--- src/rtl/tone_pkg.sv ---
// tone_pkg: shared channel FSM states, 50 MHz time-base default and note-command layout
package tone_pkg;
    localparam int DEF_TICK_DIV = 50_000;
    localparam int DEF_PERIOD_W = 20;
    localparam int DEF_DUR_W    = 16;
    typedef enum logic [1:0] {IDLE = 2'd0, PLAY = 2'd1, GAP = 2'd2} state_e;
    typedef struct packed {
        logic [DEF_PERIOD_W-1:0] half_period;
        logic [DEF_DUR_W-1:0]    duration;
    } note_cmd_t;
endpackage

--- src/rtl/tone_channel.sv ---
// tone_channel: one note player: square-wave generator, tick-driven duration and trailing gap
module tone_channel
    import tone_pkg::*;
#(
    parameter int PERIOD_W  = DEF_PERIOD_W,
    parameter int DUR_W     = DEF_DUR_W,
    parameter int GAP_TICKS = 10
) (
    input  logic                clk,
    input  logic                rst,
    input  logic                tick,
    input  logic                wr_en,
    input  logic [PERIOD_W-1:0] wr_half_period,
    input  logic [DUR_W-1:0]    wr_duration,
    output logic                busy,
    output logic                done,
    output logic                tone_out
);
    localparam int GAP_W = (GAP_TICKS > 1) ? $clog2(GAP_TICKS + 1) : 1;
    state_e              state_q, state_d;
    logic [PERIOD_W-1:0] hp_q, hp_d, tcnt_q, tcnt_d;
    logic [DUR_W-1:0]    dur_q, dur_d;
    logic [GAP_W-1:0]    gap_q, gap_d;
    logic                tone_q, tone_d, done_q, done_d, last;
    assign last     = tcnt_q == hp_q - 1'b1;
    assign busy     = state_q != IDLE;
    assign done     = done_q;
    assign tone_out = tone_q;
    always_comb begin
        state_d = state_q;
        hp_d    = hp_q;
        tcnt_d  = tcnt_q;
        dur_d   = dur_q;
        gap_d   = gap_q;
        tone_d  = tone_q;
        done_d  = 1'b0;
        case (state_q)
            IDLE: if (wr_en) begin
                hp_d    = wr_half_period;
                dur_d   = wr_duration;
                tcnt_d  = '0;
                tone_d  = 1'b0;
                done_d  = wr_duration == '0;
                state_d = (wr_duration == '0) ? IDLE : PLAY;
            end
            PLAY: begin
                if (hp_q != '0) begin
                    tcnt_d = last ? '0 : tcnt_q + 1'b1;
                    tone_d = tone_q ^ last;
                end
                if (tick && dur_q == DUR_W'(1)) begin
                    // note over: silence immediately, then either gap or finish
                    tone_d  = 1'b0;
                    tcnt_d  = '0;
                    gap_d   = GAP_W'(GAP_TICKS);
                    done_d  = GAP_TICKS == 0;
                    state_d = (GAP_TICKS == 0) ? IDLE : GAP;
                end else if (tick) begin
                    dur_d = dur_q - 1'b1;
                end
            end
            GAP: if (tick) begin
                gap_d   = gap_q - 1'b1;
                done_d  = gap_q == GAP_W'(1);
                state_d = (gap_q == GAP_W'(1)) ? IDLE : GAP;
            end
            default: state_d = IDLE;
        endcase
    end
    always_ff @(posedge clk or posedge rst) begin
        if (rst) begin
            state_q <= IDLE;
            hp_q    <= '0;
            tcnt_q  <= '0;
            dur_q   <= '0;
            gap_q   <= '0;
            tone_q  <= 1'b0;
            done_q  <= 1'b0;
        end else begin
            state_q <= state_d;
            hp_q    <= hp_d;
            tcnt_q  <= tcnt_d;
            dur_q   <= dur_d;
            gap_q   <= gap_d;
            tone_q  <= tone_d;
            done_q  <= done_d;
        end
    end
endmodule

--- src/rtl/tone_sequencer.sv ---
// tone_sequencer: multi-channel square-wave tone player with shared tick prescaler
module tone_sequencer
    import tone_pkg::*;
#(
    parameter int NUM_CH    = 2,
    parameter int PERIOD_W  = DEF_PERIOD_W,
    parameter int DUR_W     = DEF_DUR_W,
    parameter int TICK_DIV  = DEF_TICK_DIV,
    parameter int GAP_TICKS = 10,
    localparam int CH_W     = (NUM_CH > 1) ? $clog2(NUM_CH) : 1
) (
    input  logic                clk,
    input  logic                rst,
    input  logic                wr_en,
    input  logic [CH_W-1:0]     wr_ch,
    input  logic [PERIOD_W-1:0] wr_half_period,
    input  logic [DUR_W-1:0]    wr_duration,
    output logic                wr_ready,
    output logic [NUM_CH-1:0]   busy,
    output logic [NUM_CH-1:0]   done,
    output logic [NUM_CH-1:0]   tone_out,
    output logic                speaker,
    output logic                led
);
    localparam int PS_W = $clog2(TICK_DIV);
    localparam int PAD  = 2 ** CH_W;
    logic [PS_W-1:0] cnt_q, cnt_d;
    logic            tick, speaker_q, speaker_d, led_q, led_d;
    logic [PAD-1:0]  busy_pad;
    assign tick     = cnt_q == PS_W'(TICK_DIV - 1);
    // unpopulated channel numbers read as never ready
    assign busy_pad = PAD'(busy);
    assign wr_ready = (int'(wr_ch) < NUM_CH) && !busy_pad[wr_ch];
    assign speaker  = speaker_q;
    assign led      = led_q;
    always_comb begin
        cnt_d     = tick ? '0 : cnt_q + 1'b1;
        speaker_d = |tone_out;
        led_d     = |busy;
    end
    always_ff @(posedge clk or posedge rst) begin
        if (rst) begin
            cnt_q     <= '0;
            speaker_q <= 1'b0;
            led_q     <= 1'b0;
        end else begin
            cnt_q     <= cnt_d;
            speaker_q <= speaker_d;
            led_q     <= led_d;
        end
    end
    for (genvar i = 0; i < NUM_CH; i++) begin : g_ch
        tone_channel #(
            .PERIOD_W (PERIOD_W),
            .DUR_W    (DUR_W),
            .GAP_TICKS(GAP_TICKS)
        ) u_ch (
            .clk           (clk),
            .rst           (rst),
            .tick          (tick),
            .wr_en         (wr_en && wr_ch == CH_W'(i)),
            .wr_half_period(wr_half_period),
            .wr_duration   (wr_duration),
            .busy          (busy[i]),
            .done          (done[i]),
            .tone_out      (tone_out[i])
        );
    end
endmodule
--- config.mk ---
export PLATFORM = sky130hd
export DESIGN_NAME = tone_sequencer
export DESIGN_NICKNAME = d
export VERILOG_FILES = /design/src/rtl/tone_pkg.sv /design/src/rtl/tone_channel.sv /design/src/rtl/tone_sequencer.sv
export SDC_FILE = /design/constraint.sdc
export NUM_CORES = 1
export LEC_CHECK = 0
export CORE_ASPECT_RATIO = 2
export CORE_UTILIZATION = 35
export CTS_CLUSTER_SIZE = 28
export DETAILED_ROUTE_END_ITERATION = 8
export PLACE_DENSITY = 0.56
export SETUP_SLACK_MARGIN = 0.15
export SYNTH_ARGS = -nofsm -noshare
export SYNTH_HDL_FRONTEND = slang
export SYNTH_HIERARCHICAL = 1
export SYNTH_SLANG_ARGS = --single-unit
--- constraint.sdc ---
create_clock -name clk -period 3.4 [get_ports clk]
set_input_delay 0.34 -clock clk [delete_from_list [all_inputs] [get_ports clk]]
set_output_delay 0.34 -clock clk [all_outputs]
set_load 0.02 [all_outputs]
# ---- Yosys cells after proc, flatten, opt, wreduce, memory -nomap -nowiden
# Index checks and enable logic that the tools add are counted.
dict set report totals {
  regBits 146
  inputBits 40
  out_inout_bits 9
}
dict set report op_classes {
  n_addsub 9
  magnitude_cmp 1
  n_eq_ne 23
  muxes 52
  n_bitwise 3
  reduce_logical 28
}
# cell n
set op_table {}
lappend op_table {{$mux W20} 8}
lappend op_table {{$mux W16} 7}
lappend op_table {{$pmux W20 S2} 2}
lappend op_table {{$pmux W16 S2} 2}
lappend op_table {{$add A20 B1 Y20 const B} 2}
lappend op_table {{$eq A20 B20 Y1} 2}
lappend op_table {{$reduce_bool A20 Y1} 2}
lappend op_table {{$sub A20 B1 Y20 const B} 2}
lappend op_table {{$eq A16 B1 Y1 const B} 2}
lappend op_table {{$sub A16 B1 Y16 const B} 2}
lappend op_table {{$reduce_and A3 Y1} 6}
lappend op_table {{$add A16 B1 Y16 const B} 1}
lappend op_table {{$eq A16 B16 Y1 const B} 1}
lappend op_table {{$logic_not A16 Y1} 1}
lappend op_table {{$mux W2} 8}
lappend op_table {{$mux W4} 4}
lappend op_table {{$pmux W4 S2} 2}
lappend op_table {{$mux W1} 13}
lappend op_table {{$ne A2 B1 Y1 const B} 6}
lappend op_table {{$pmux W2 S3} 2}
lappend op_table {{$reduce_bool A2 Y1} 6}
lappend op_table {{$eq A4 B1 Y1 const B} 2}
lappend op_table {{$ne A2 B2 Y1 const B} 4}
lappend op_table {{$pmux W1 S2} 4}
lappend op_table {{other kinds (13)} 25}

# ---- Logic depth before layout (Yosys ltp)
# Gate-level depths: netlist of run 1.
dict set report logic_depth {
  word_depth 6
  depth_mapped 13
}

# ---- By module
# The synthesis of run 1 kept the hierarchy.
# module instances cells_each area_each_um2 seq_area_each_um2
set by_module_without_submodules {}
lappend by_module_without_submodules {tone_channel 2 430 3900.0 1601.5}
lappend by_module_without_submodules {tone_sequencer 1 75 860.8 450.4}

# ---- Least setup slack after synthesis of run 1
# No wires, ideal clock.
dict set report synth_timing {
  path_type {flip-flop to flip-flop}
  start {register g_ch[0].u_ch.hp_q[0]}
  end {register g_ch[0].u_ch.tcnt_q[4]}
  arrival_ps 2840
  required_ps 3281
  path_slack_ps 442
  path_stages_with_launch 13
  cell_sequence {dfrtp_1 > clkbuf_1 > inv_1 > ha_1 > nor2b_1 > nand4_1 > nor4_4 > o2bb2ai_1 > nand4_1 > or4b_4 > a31oi_4 > buf_6 > nor2_1}
}
dict set report synth_via {
  elab_chain_cells 6
  elab_cells_between_ends 9
}
# element line_no
set synth_rtl {}
lappend synth_rtl {{start: declaration} tone_channel.sv:21} ;# logic [PERIOD_W-1:0] hp_q, hp_d, tcnt_q, tcnt_d;
lappend synth_rtl {{start signal: assignment} tone_channel.sv:81} ;# hp_q <= hp_d;
lappend synth_rtl {{$sub A20 B1 Y20} tone_channel.sv:25} ;# assign last = tcnt_q == hp_q - 1'b1;
lappend synth_rtl {{$eq A20 B20 Y1} tone_channel.sv:25}
lappend synth_rtl {{$mux W20} tone_channel.sv:48} ;# tcnt_d = last ? '0 : tcnt_q + 1'b1;
lappend synth_rtl {{$mux W20} tone_channel.sv:47} ;# if (hp_q != '0) begin
lappend synth_rtl {{$mux W20} tone_channel.sv:51} ;# if (tick && dur_q == DUR_W'(1)) begin
lappend synth_rtl {{$pmux W20 S2} tone_channel.sv:37} ;# case (state_q)
lappend synth_rtl {{end signal: assignment} tone_channel.sv:82} ;# tcnt_q <= tcnt_d;
lappend synth_rtl {{end: declaration} tone_channel.sv:21}
# Several ways; a longest one is shown, not always the timed one. The select of a mux whose other input is x is not followed.
# A chain may end at the register's enable or synchronous reset.

# ---- Worst setup path after layout of run 1
dict set report layout_timing {
  start {register g_ch[1].u_ch.hp_q[12]}
  end {register g_ch[1].u_ch.tone_q}
}
dict set report layout_via {
  elab_chain_cells 6
  elab_cells_between_ends 9
}
# element line_no
set layout_rtl {}
lappend layout_rtl {{start: declaration} tone_channel.sv:21}
lappend layout_rtl {{start signal: assignment} tone_channel.sv:81}
lappend layout_rtl {{$sub A20 B1 Y20} tone_channel.sv:25}
lappend layout_rtl {{$eq A20 B20 Y1} tone_channel.sv:25}
lappend layout_rtl {{$xor A1 B1 Y1} tone_channel.sv:49} ;# tone_d = tone_q ^ last;
lappend layout_rtl {{$mux W1} tone_channel.sv:47}
lappend layout_rtl {{$mux W1} tone_channel.sv:51}
lappend layout_rtl {{$pmux W1 S2} tone_channel.sv:37}
lappend layout_rtl {{end signal: assignment} tone_channel.sv:85} ;# tone_q <= tone_d;
lappend layout_rtl {{end: declaration} tone_channel.sv:24} ;# logic tone_q, tone_d, done_q, done_d, last;
# Several ways; a longest one is shown, not always the timed one. The select of a mux whose other input is x is not followed.

==> results.toml, run 1 <==
[outcome]
outcome = "completed"

[synthesis]
synth.avg_cell_area_um2 = 9.26
synth_ff_type = "dfrtp_1"
synthDistinctLibCells = 63
syn_inst = 935
syn_area_um2 = 8660
syn_nets = 988
synth_edf_count = 0
seq_area_frac_synth_pct = 42.2
ys_ff_latch = 146
yosysWarnings = 6
synth-async-reset-ratio_pct = 100

[floorplanning]
coreArea_um2 = 24300
io_pins = 49
die_h_um = 224
initial_utilization_pct = 35.6
die_area_um2 = 25400
die_x_um = 113
rows = 81

[sta]
finalCriticalPeriod_ns = 3.03
tightest_slew_ns = 0.984
whs_ns = 0.413
fin_crit_sh_pct = 89.2
setup_viol = 0
fmax_ghz = 0.330
fin_setup_tns_ns = 0
fin_skew_ns = 0.0104
setup_ws_ns = 0.366
slew-limit-headroom_pct = 34.4
hold_viol = 0
rsz0062_at_grt = "false"
drv_slew = 0

[critical_path]
worstPathArrival_ns = 3.36
rr_startpoint = "g_ch[1].u_ch/hp_q[12]$_DFFE_PP0P_"
cp.required_ns = 3.73
reg2reg_slack_ns = 0.37
critPathCaptureType = "flop"
cp_max_fo = 19
cp-start-kind = "flop"
worst-r2r-cell-count = 9
timing.rr.end = "g_ch[1].u_ch/tone_out$_DFFE_PP0P_"
crit_type = "flop to flop"

[power]
irDropWorstVdd_mv = 0.337
power.leakage_uw = 0.00454
powerDensity_nw_per_um2 = 482

[final_layout]
nNetsFinal = 1054
antenna_cells = 0
multi_input_area_um2 = 4750
fillers = 2413
seqCellArea_um2 = 3650
syn_to_final_growth_pct = 18.7
drive_above_1_share_pct = 14.7

[clock_tree]
postCtsSetupRepairBufs = 0
clock-sinks = 146
cts_tree = "yes"
cts_resized = 0
cts-buffers-inserted = 17
clockBufferDepth = 2
path_clk_slew_ns = 0.07
cts_root_buffer = "clkbuf_16"
clock_latency_ns = 0.44
ctsHtreeMaxLevel = 4
cts.hold.buffers_added = 0

[drt]
num_vias = 7118
drc = 0
first_pass_iters = 4
totalWireLength_um = 22700
ant_nets = 0
avgViaCountPerCell = 5.46
routedWlPerCell_um = 17.4
drt_iter0_drc = 409

[placement]
portBuffers = 48
place.gp.congestion = 0.845
place_ws_ns = 0.243
dp_hpwl_um = 17200

[global_routing]
grt_pass1_vias = 7209
grt_use_total_pct = 19.0
antenna_found_initial = 0
grt_max_degree = 45
grt_pass1_wl_um = 37200
grt_overflow = 0

[job]
maxCapViolations = 0

[min_path]
min_path_type = "input port to asynchronous set/reset pin"
cells in the mapped netlist (12+ instances only):
cell type	n	share of area [%]
dfrtp_1	146	42
nor3_1	36	2.1
inv_1	32	1.4
xor2_1	51	5.2
nand4_1	15	1.1
nand2_1	90	3.9
ha_1	13	1.9
clkbuf_1	28	1.2
and3_1	15	1.1
xnor2_1	44	4.4
nor2_1	101	4.4
o21ai_0	56	3.2
nand3_1	23	1.3
a21oi_1	45	2.6
nor4_1	18	1.3
or3_1	12	0.87
mux2_2	36	4.7
metrics by stage:
stage               utilization (%)  std cells  total power, µW  cell area, µm²
finish                         42.3       1304             4950           10300
floorplan                         -        935             2620            8660
CTS                            42.2       1304             5010           10300
detailed placement             39.6       1272             2920            9630
global placement               39.6       1272             2900            9630
global route                   42.3       1304             5170           10300
kinds of logic after synthesis:
kind of cell / Yosys count / share of synthesized area [%]
DFF: 146 / 42.2
muxes: 46 / 5.84
and+or+nand+nor: 390 / 23.8
xor gates and xnor gates: 96 / 9.79
AOI/OAI and AO/OA: 178 / 13.3
buffers and inverters: 66 / 3.16
adders and majority gates: 13 / 1.88
cells in the final DEF (no fill, tap or decap), types with 13 or more instances in the layout:
master	netlist	layout
dfrtp_1	146	146
nor2_1	101	99
nand2_1	90	90
o21ai_0	56	56
xor2_1	51	51
clkdlybuf4s50_1	0	48
a21oi_1	45	45
xnor2_1	44	44
mux2_2	36	36
nor3_1	36	36
buf_4	0	31
inv_1	32	30
nand3_1	23	23
nor4_1	18	18
clkbuf_16	0	17
and3_1	15	15
nand4_1	15	15
ha_1	13	13
layer usage:
metal	GRT usage, %	vias up	part of all wire [%]
met5	0	-	0
met3	3.07	49	2.2
met2	35.5	102	55
met1	20.1	3491	39
li1	-	3476	-
met4	9.89	0	3.7
sequential cells by signal (all words and copies together), names as in the netlist:
name,flops
g_ch.u_ch/done,2
cnt_q,16
g_ch.u_ch/gap_q,8
g_ch.u_ch/tone_out,2
led,1
g_ch.u_ch/state_q,4
g_ch.u_ch/dur_q,32
g_ch.u_ch/tcnt_q,40
speaker,1
g_ch.u_ch/hp_q,40
critical path, cell delays in order, from the launching register on:
cell	delay (ns)
dfrtp_1	0.44
or4_4	0.57
or2_4	0.28
nor3_1	0.30
mux2i_1	0.23
a31o_2	0.12
or4b_4	0.51
a31oi_4	0.23
buf_12	0.17
o21ai_0	0.07
cell type report:
type	instances	area share (%)
Clock buffer	18	4.27
Clock inverter	14	1.98
Inverter	32	1.17
Multi-Input combinational cell	723	46.2
Sequential cell	146	35.5
Tap cell	290	3.53
Timing Repair Buffer	81	7.33
worst max-delay path by stage:
stage                                            from                            endpoint  depth (start not counted)
floorplan            g_ch[0].u_ch/hp_q[0]$_DFFE_PP0P_  g_ch[0].u_ch/tcnt_q[4]$_DFFE_PP0P_                         12
global placement     g_ch[0].u_ch/hp_q[0]$_DFFE_PP0P_   g_ch[0].u_ch/tone_out$_DFFE_PP0P_                         11
detailed placement   g_ch[1].u_ch/hp_q[1]$_DFFE_PP0P_   g_ch[1].u_ch/tone_out$_DFFE_PP0P_                         11
CTS                  g_ch[1].u_ch/hp_q[1]$_DFFE_PP0P_   g_ch[1].u_ch/tone_out$_DFFE_PP0P_                         11
global route         g_ch[1].u_ch/hp_q[1]$_DFFE_PP0P_   g_ch[1].u_ch/tone_out$_DFFE_PP0P_                         11
finish              g_ch[1].u_ch/hp_q[12]$_DFFE_PP0P_   g_ch[1].u_ch/tone_out$_DFFE_PP0P_                          9
where the power goes:
| group | switching (µW) | internal, µW | total [µW] |
|---|---|---|---|
| registers | 197 | 1870 | 2070 |
| clock network | 815 | 1260 | 2070 |
| logic | 422 | 386 | 808 |
| total | 1430 | 3520 | 4950 |
Power figures use the tool's default switching activity.
==> run 2: changes to the inputs <==
--- a/config.mk
+++ b/config.mk
@@ -7,7 +7,6 @@
 export LEC_CHECK = 0
 export CORE_ASPECT_RATIO = 2
 export CORE_UTILIZATION = 35
-export CTS_CLUSTER_SIZE = 28
 export DETAILED_ROUTE_END_ITERATION = 8
 export PLACE_DENSITY = 0.56
 export SETUP_SLACK_MARGIN = 0.15
==> results of run 2 <==
No change in the layout: final DEF, timing and power equal those of run 1.
